`config.mk`:
```
export PLATFORM = sky130hd
export DESIGN_NAME = memory_stage
export DESIGN_NICKNAME = d
export VERILOG_FILES = /design/src/rtl/memory_stage_pkg.sv /design/src/rtl/memory_stage_load_extend.sv /design/src/rtl/memory_stage.sv
export SDC_FILE = /design/constraint.sdc
export NUM_CORES = 1
export LEC_CHECK = 0
export ABC_AREA = 1
export CAP_MARGIN = 10
export CORE_MARGIN = 5
export CORE_UTILIZATION = 35
export CTS_CLUSTER_DIAMETER = 120
export DETAILED_ROUTE_END_ITERATION = 16
export PLACE_DENSITY = 0.86
export SLEW_MARGIN = 30
export SYNTH_ARGS = -nofsm -noshare
export SYNTH_HDL_FRONTEND = slang
export SYNTH_SLANG_ARGS = --single-unit
```
`constraint.sdc`:
```
create_clock -name i_clk -period 2.4 [get_ports i_clk]
set_clock_uncertainty 0.05 [all_clocks]
set_input_delay 0.48 -clock i_clk [delete_from_list [all_inputs] [get_ports i_clk]]
set_output_delay 0.48 -clock i_clk [all_outputs]
set_load 0.01 [all_outputs]
```
`src/rtl/memory_stage_pkg.sv`:
```
// Shared types and encodings for the MEM pipeline stage.
// Load/store funct3 codes, result-source mux encodings, FSM states and access sizing.
package mem_stage_pkg;

  typedef enum logic {
    ST_IDLE = 1'b0,
    ST_WAIT = 1'b1
  } state_e;

  typedef enum logic [1:0] {
    SZ_B = 2'b00,
    SZ_H = 2'b01,
    SZ_W = 2'b10
  } size_e;

  localparam logic [2:0] F3_B  = 3'b000;
  localparam logic [2:0] F3_H  = 3'b001;
  localparam logic [2:0] F3_W  = 3'b010;
  localparam logic [2:0] F3_BU = 3'b100;
  localparam logic [2:0] F3_HU = 3'b101;

  localparam logic [1:0] RS_ALU  = 2'b00;
  localparam logic [1:0] RS_LOAD = 2'b01;
  localparam logic [1:0] RS_PC4  = 2'b10;

  // Unsigned variants only exist for loads; every unknown code falls back to a word.
  function automatic size_e access_size(input logic [2:0] f3, input logic is_store);
    size_e sz;
    sz = SZ_W;
    case (f3)
      F3_B:  sz = SZ_B;
      F3_H:  sz = SZ_H;
      F3_BU: sz = is_store ? SZ_W : SZ_B;
      F3_HU: sz = is_store ? SZ_W : SZ_H;
      default: sz = SZ_W;
    endcase
    return sz;
  endfunction

endpackage

```
`src/rtl/memory_stage_load_extend.sv`:
```
// Load data alignment: picks the byte/halfword lane addressed by the low
// address bits and sign- or zero-extends it to the datapath width.
module load_extend
  import mem_stage_pkg::*;
#(
  parameter int DATA_WIDTH = 32
) (
  input  logic [DATA_WIDTH-1:0] i_rdata,
  input  logic [1:0]            i_offset,
  input  logic [2:0]            i_funct3,
  output logic [DATA_WIDTH-1:0] o_data
);

  logic [7:0]  byte_sel;
  logic [15:0] half_sel;

  always_comb begin
    byte_sel = i_rdata[{i_offset, 3'b000} +: 8];
    half_sel = i_rdata[{i_offset[1], 4'b0000} +: 16];
    case (i_funct3)
      F3_B:    o_data = {{(DATA_WIDTH-8){byte_sel[7]}}, byte_sel};
      F3_BU:   o_data = {{(DATA_WIDTH-8){1'b0}}, byte_sel};
      F3_H:    o_data = {{(DATA_WIDTH-16){half_sel[15]}}, half_sel};
      F3_HU:   o_data = {{(DATA_WIDTH-16){1'b0}}, half_sel};
      default: o_data = i_rdata;
    endcase
  end

endmodule

```
`src/rtl/memory_stage.sv`:
```
// MEM stage: drives a req/ack data-memory port, stalls the front of the pipe
// until ack, and registers MEM/WB. Optional trap: MEM_MISALIGN_TRAP_EN.
module memory_stage
  import mem_stage_pkg::*;
#(
  parameter int DATA_WIDTH = 32,
  parameter int ADDR_WIDTH = 8
) (
  input  logic                  i_clk,
  input  logic                  i_rst_n,
  input  logic [DATA_WIDTH-1:0] i_alu_result_m,
  input  logic [DATA_WIDTH-1:0] i_write_data_m,
  input  logic [2:0]            i_funct3_m,
  input  logic                  i_regwrite_m,
  input  logic                  i_memwrite_m,
  input  logic [1:0]            i_resultsrc_m,
  input  logic [4:0]            i_rd_addr_m,
  input  logic [DATA_WIDTH-1:0] i_pc4_m,
  output logic [DATA_WIDTH-1:0] o_forward_m,
  output logic                  o_stall_m,
  output logic                  o_dmem_req,
  output logic                  o_dmem_we,
  output logic [ADDR_WIDTH-1:0] o_dmem_addr,
  output logic [DATA_WIDTH-1:0] o_dmem_wdata,
  output logic [3:0]            o_dmem_be,
  input  logic [DATA_WIDTH-1:0] i_dmem_rdata,
  input  logic                  i_dmem_ack,
  output logic                  o_regwrite_w,
  output logic [1:0]            o_resultsrc_w,
  output logic [4:0]            o_rd_addr_w,
  output logic [DATA_WIDTH-1:0] o_alu_result_w,
  output logic [DATA_WIDTH-1:0] o_read_data_w,
  output logic [DATA_WIDTH-1:0] o_pc4_w,
  output logic                  o_misalign_w
);

  typedef struct packed {
    logic                  regwrite;
    logic [1:0]            resultsrc;
    logic [4:0]            rd;
    logic [DATA_WIDTH-1:0] alu;
    logic [DATA_WIDTH-1:0] rdata;
    logic [DATA_WIDTH-1:0] pc4;
    logic                  misalign;
  } wb_t;

  state_e                state_q, state_d;
  wb_t                   wb_q, wb_d;
  size_e                 sz;
  logic                  is_load, mem_op, misalign, access, ack_ok;
  logic [1:0]            offs;
  logic [DATA_WIDTH-1:0] load_data;

  assign offs        = i_alu_result_m[1:0];
  assign o_forward_m = i_alu_result_m;

  always_comb begin
    is_load = (i_resultsrc_m == RS_LOAD);
    mem_op  = is_load | i_memwrite_m;
    sz      = access_size(i_funct3_m, i_memwrite_m);
`ifdef MEM_MISALIGN_TRAP_EN
    misalign = mem_op && (((sz == SZ_H) && offs[0]) || ((sz == SZ_W) && (offs != 2'b00)));
`else
    misalign = 1'b0;
`endif
    access = mem_op & ~misalign;
  end

  load_extend #(.DATA_WIDTH(DATA_WIDTH)) u_load_extend (
    .i_rdata  (i_dmem_rdata),
    .i_offset (offs),
    .i_funct3 (i_funct3_m),
    .o_data   (load_data)
  );

  always_ff @(posedge i_clk or negedge i_rst_n) begin
    if (!i_rst_n) state_q <= ST_IDLE;
    else          state_q <= state_d;
  end

  always_comb begin
    state_d = state_q;
    case (state_q)
      ST_IDLE: if (access)     state_d = ST_WAIT;
      ST_WAIT: if (i_dmem_ack) state_d = ST_IDLE;
      default: state_d = ST_IDLE;
    endcase
  end

  // Request fields come straight from EX/MEM, which the stall holds frozen until ack.
  // Gating with reset drops req/stall the instant reset asserts, even mid-access.
  always_comb begin
    ack_ok       = (state_q == ST_WAIT) && i_dmem_ack;
    o_dmem_req   = i_rst_n && (((state_q == ST_IDLE) && access) || (state_q == ST_WAIT));
    o_stall_m    = i_rst_n && access && !ack_ok;
    o_dmem_we    = o_dmem_req && i_memwrite_m;
    o_dmem_addr  = {i_alu_result_m[ADDR_WIDTH-1:2], 2'b00};
    o_dmem_be    = 4'b1111;
    o_dmem_wdata = i_write_data_m;
    case (sz)
      SZ_B: begin
        o_dmem_be    = 4'b0001 << offs;
        o_dmem_wdata = {(DATA_WIDTH/8){i_write_data_m[7:0]}};
      end
      SZ_H: begin
        o_dmem_be    = 4'b0011 << offs;
        o_dmem_wdata = {(DATA_WIDTH/16){i_write_data_m[15:0]}};
      end
      default: begin
        o_dmem_be    = 4'b1111;
        o_dmem_wdata = i_write_data_m;
      end
    endcase
  end

  // A stalled cycle writes a bubble; a trapped access keeps its fields but never writes rd.
  always_comb begin
    wb_d = '0;
    if (!o_stall_m) begin
      wb_d.regwrite  = i_regwrite_m & ~misalign;
      wb_d.resultsrc = i_resultsrc_m;
      wb_d.rd        = i_rd_addr_m;
      wb_d.alu       = i_alu_result_m;
      wb_d.rdata     = (is_load && ack_ok) ? load_data : '0;
      wb_d.pc4       = i_pc4_m;
      wb_d.misalign  = misalign;
    end
  end

  always_ff @(posedge i_clk or negedge i_rst_n) begin
    if (!i_rst_n) wb_q <= '0;
    else          wb_q <= wb_d;
  end

  assign o_regwrite_w   = wb_q.regwrite;
  assign o_resultsrc_w  = wb_q.resultsrc;
  assign o_rd_addr_w    = wb_q.rd;
  assign o_alu_result_w = wb_q.alu;
  assign o_read_data_w  = wb_q.rdata;
  assign o_pc4_w        = wb_q.pc4;
  assign o_misalign_w   = wb_q.misalign;

endmodule

```
==> results.json <==
{
  "status": "finished, violations left",
  "drive_gt1_share_pct": 8.94,
  "crit_path_top_delay_cell": "clkdlybuf4s50_1",
  "ant_nets": 0,
  "cp-start-kind": "primary input",
  "end_kind": "output port",
  "final_common_cell": "clkdlybuf4s50_1",
  "diodes": 0,
  "failed_checks": "setup timing",
  "ys_ff_latch": 105,
  "wl_met3_um": 1700,
  "drt-initial-drc-count": 311,
  "cts.sinks": 105,
  "fin_ws_ps": -9.16,
  "seqCellArea_um2": 2630,
  "tritoncts": "done",
  "p_per_area_nw_per_um2": 531,
  "yosysTopAreaCell": "dfrtp_1",
  "worst-setup-path-type": "in2out",
  "cts-buffers-inserted": 9,
  "clk_path_buf_depth": 2,
  "finalMaxSlewViolations": 0,
  "crit_chain": "clkdlybuf4s50_1, inv_2, nand2_4, nor2_2, a21oi_2, buf_4, buf_4, buf_4, nand2_1, buf_2",
  "crit_top_cell": "buf_4",
  "io_buffers": 323,
  "dr.pass1.iters": 4,
  "crit_required_ps": 1870,
  "cap_violations": 0,
  "yosysWarnings": 0,
  "hold_viol": 0,
  "core-area_um2": 13800,
  "die_h_um": 128,
  "min_period_over_period_pct": 100,
  "critPathTopFamily": "buffers and inverters",
  "area_delta_synth_final_pct": 70.6,
  "utilization_pct": 60.4,
  "wl_met1_um": 5940,
  "grt_pass1_vias": 4878,
  "post_drt_wl_per_cell_um": 16.6,
  "drt-total-wl_um": 17500,
  "layout_common_cells": "clkdlybuf4s50_1 (288), dfrtp_1 (105), nor2_1 (97), nand2_1 (97), inv_1 (85)",
  "drcViolationCount": 0,
  "cp.buffers_inverters": 6,
  "max_slew_margin_pct": 49.2,
  "clk_pin_slew_ps": 70,
  "avgViaCountPerCell": 4.54,
  "root_buffer": "clkbuf_16",
  "netlist_instances": 575,
  "crit_fanout": 7,
  "fmax_mhz": 415,
  "grt_usage_pct": 20.4,
  "pre_cts_ws_ps": -341,
  "antenna_found_initial": 0,
  "ir_drop_uv": 297,
  "cp_data_arrival_time_ps": 1880,
  "avgSynthCellArea_um2": 8.52,
  "wl_met2_um": 9490,
  "timing.hold.ws_ps": 255,
  "ios": 327,
  "tightest_slew_ps": 762,
  "synth_area_leaders": "dfrtp_1 (54%), buf_4 (8.9%), nor2_1 (7.6%)",
  "yosysSeqAreaShare_pct": 53.7,
  "hold_path.class": "in2async",
  "dp_hpwl_um": 13700,
  "start_util_pct": 35.4,
  "cpPeakStageDelay_ps": 430,
  "cts_max_level": 3,
  "grt_max_degree": 73,
  "vias": 4776,
  "finalCriticalPeriod_ps": 2410,
  "setup_viol": 1,
  "fillers": 1152,
  "rows": 43,
  "netlist_area_um2": 4900,
  "multiInputGateArea_um2": 1400,
  "fin_nets": 1011,
  "grt_overflow": 0,
  "yosysTopAreaCellShare_pct": 53.7,
  "leakagePower_uw": 0.00409,
  "insertion_delay_ps": 340,
  "rsz0062_at_grt": "yes",
  "die-area_um2": 16500,
  "fp.dieW_um": 128,
  "place_congestion": 0.835,
  "synthDistinctLibCells": 26,
  "top_layer_used": "met4",
  "grt_pass1_wl_um": 25900
}
[state kept, by name (all words and copies together), names as in the netlist]
signal	flops
o_alu_result_w	32
o_read_data_w	32
o_regwrite_w	1
o_resultsrc_w	2
state_q	1
o_pc4_w	32
o_rd_addr_w	5
[power by group]
| group | leakage [uW] | switching (uW) | internal, uW |
|---|---|---|---|
| Combinational | 0.00263 | 510 | 612 |
| Clock | 0.000128 | 692 | 715 |
| Sequential | 0.00133 | 31.5 | 1870 |
[Yosys cell counts (all sizes together)]
library cell and number:
a21oi 33, buf 71, clkbuf 3, conb 1, dfrtp 105, inv 90, nand2 101, nand3 16
nor2 102, nor3 8, o211ai 1, o21ai 43, o21bai 1
[per-stage QoR]
| stage | area (um2) | TNS, ps | total power (uW) | instances |
|---|---|---|---|---|
| after floorplan | 4900 | 0 | 2370 | 577 |
| after global placement | 8040 | -7390 | 3070 | 1032 |
| after detailed placement | 8040 | -8370 | 3090 | 1032 |
| after CTS | 8320 | 0 | 4490 | 1051 |
| after global routing | 8350 | -50.3 | 4630 | 1052 |
| final | 8350 | -9.16 | 4430 | 1052 |
[worst paths after layout]
check	start	to	slack (ps)	cells past startpoint
max reg2reg	state_q	o_alu_result_w[16]	750	5
max in group asynchronous	i_rst_n	o_pc4_w[10]	950	3
min	i_rst_n	o_alu_result_w[29]	260	2
max	i_funct3_m[0]	o_dmem_wdata[13]	-9	10
min in group i_clk	state_q	state_q	500	2
min reg2reg	state_q	state_q	500	2
[logic make-up (layout without fill, tap and decap cells)]
family	after synthesis	count (layout)	synth area share [%]
simple gates	227	227	19.2
buf+inv	164	459	18.2
flops	105	105	53.7
compound gates	78	78	8.84
other cells	1	3	0.0766
[layer usage]
metal,global-route usage (%),up-vias
li1,-,2275
met1,20.6,2239
met2,39.6,243
met3,6.96,19
met4,5.12,0
met5,0,-
[area by class of cell]
type	instances	share of cell area (%)
Clock buffer	9	2.70
Timing Repair Buffer	354	41.7
Clock inverter	6	0.644
Multi-Input combinational cell	308	16.8
Sequential cell	105	31.5
Inverter	90	4.04
Tap cell	180	2.70
[what timing repair did]
action / in CTS / in global routing
gates resized for setup: 36 / 12
endpoints found under the hold margin: 6 / 0
endpoints found under the setup margin: 31 / 10
hold buffers: 1 / 0
pin swaps: 2 / 1
buffers inserted: 3 / 1
(Power assumes the default switching activity.)
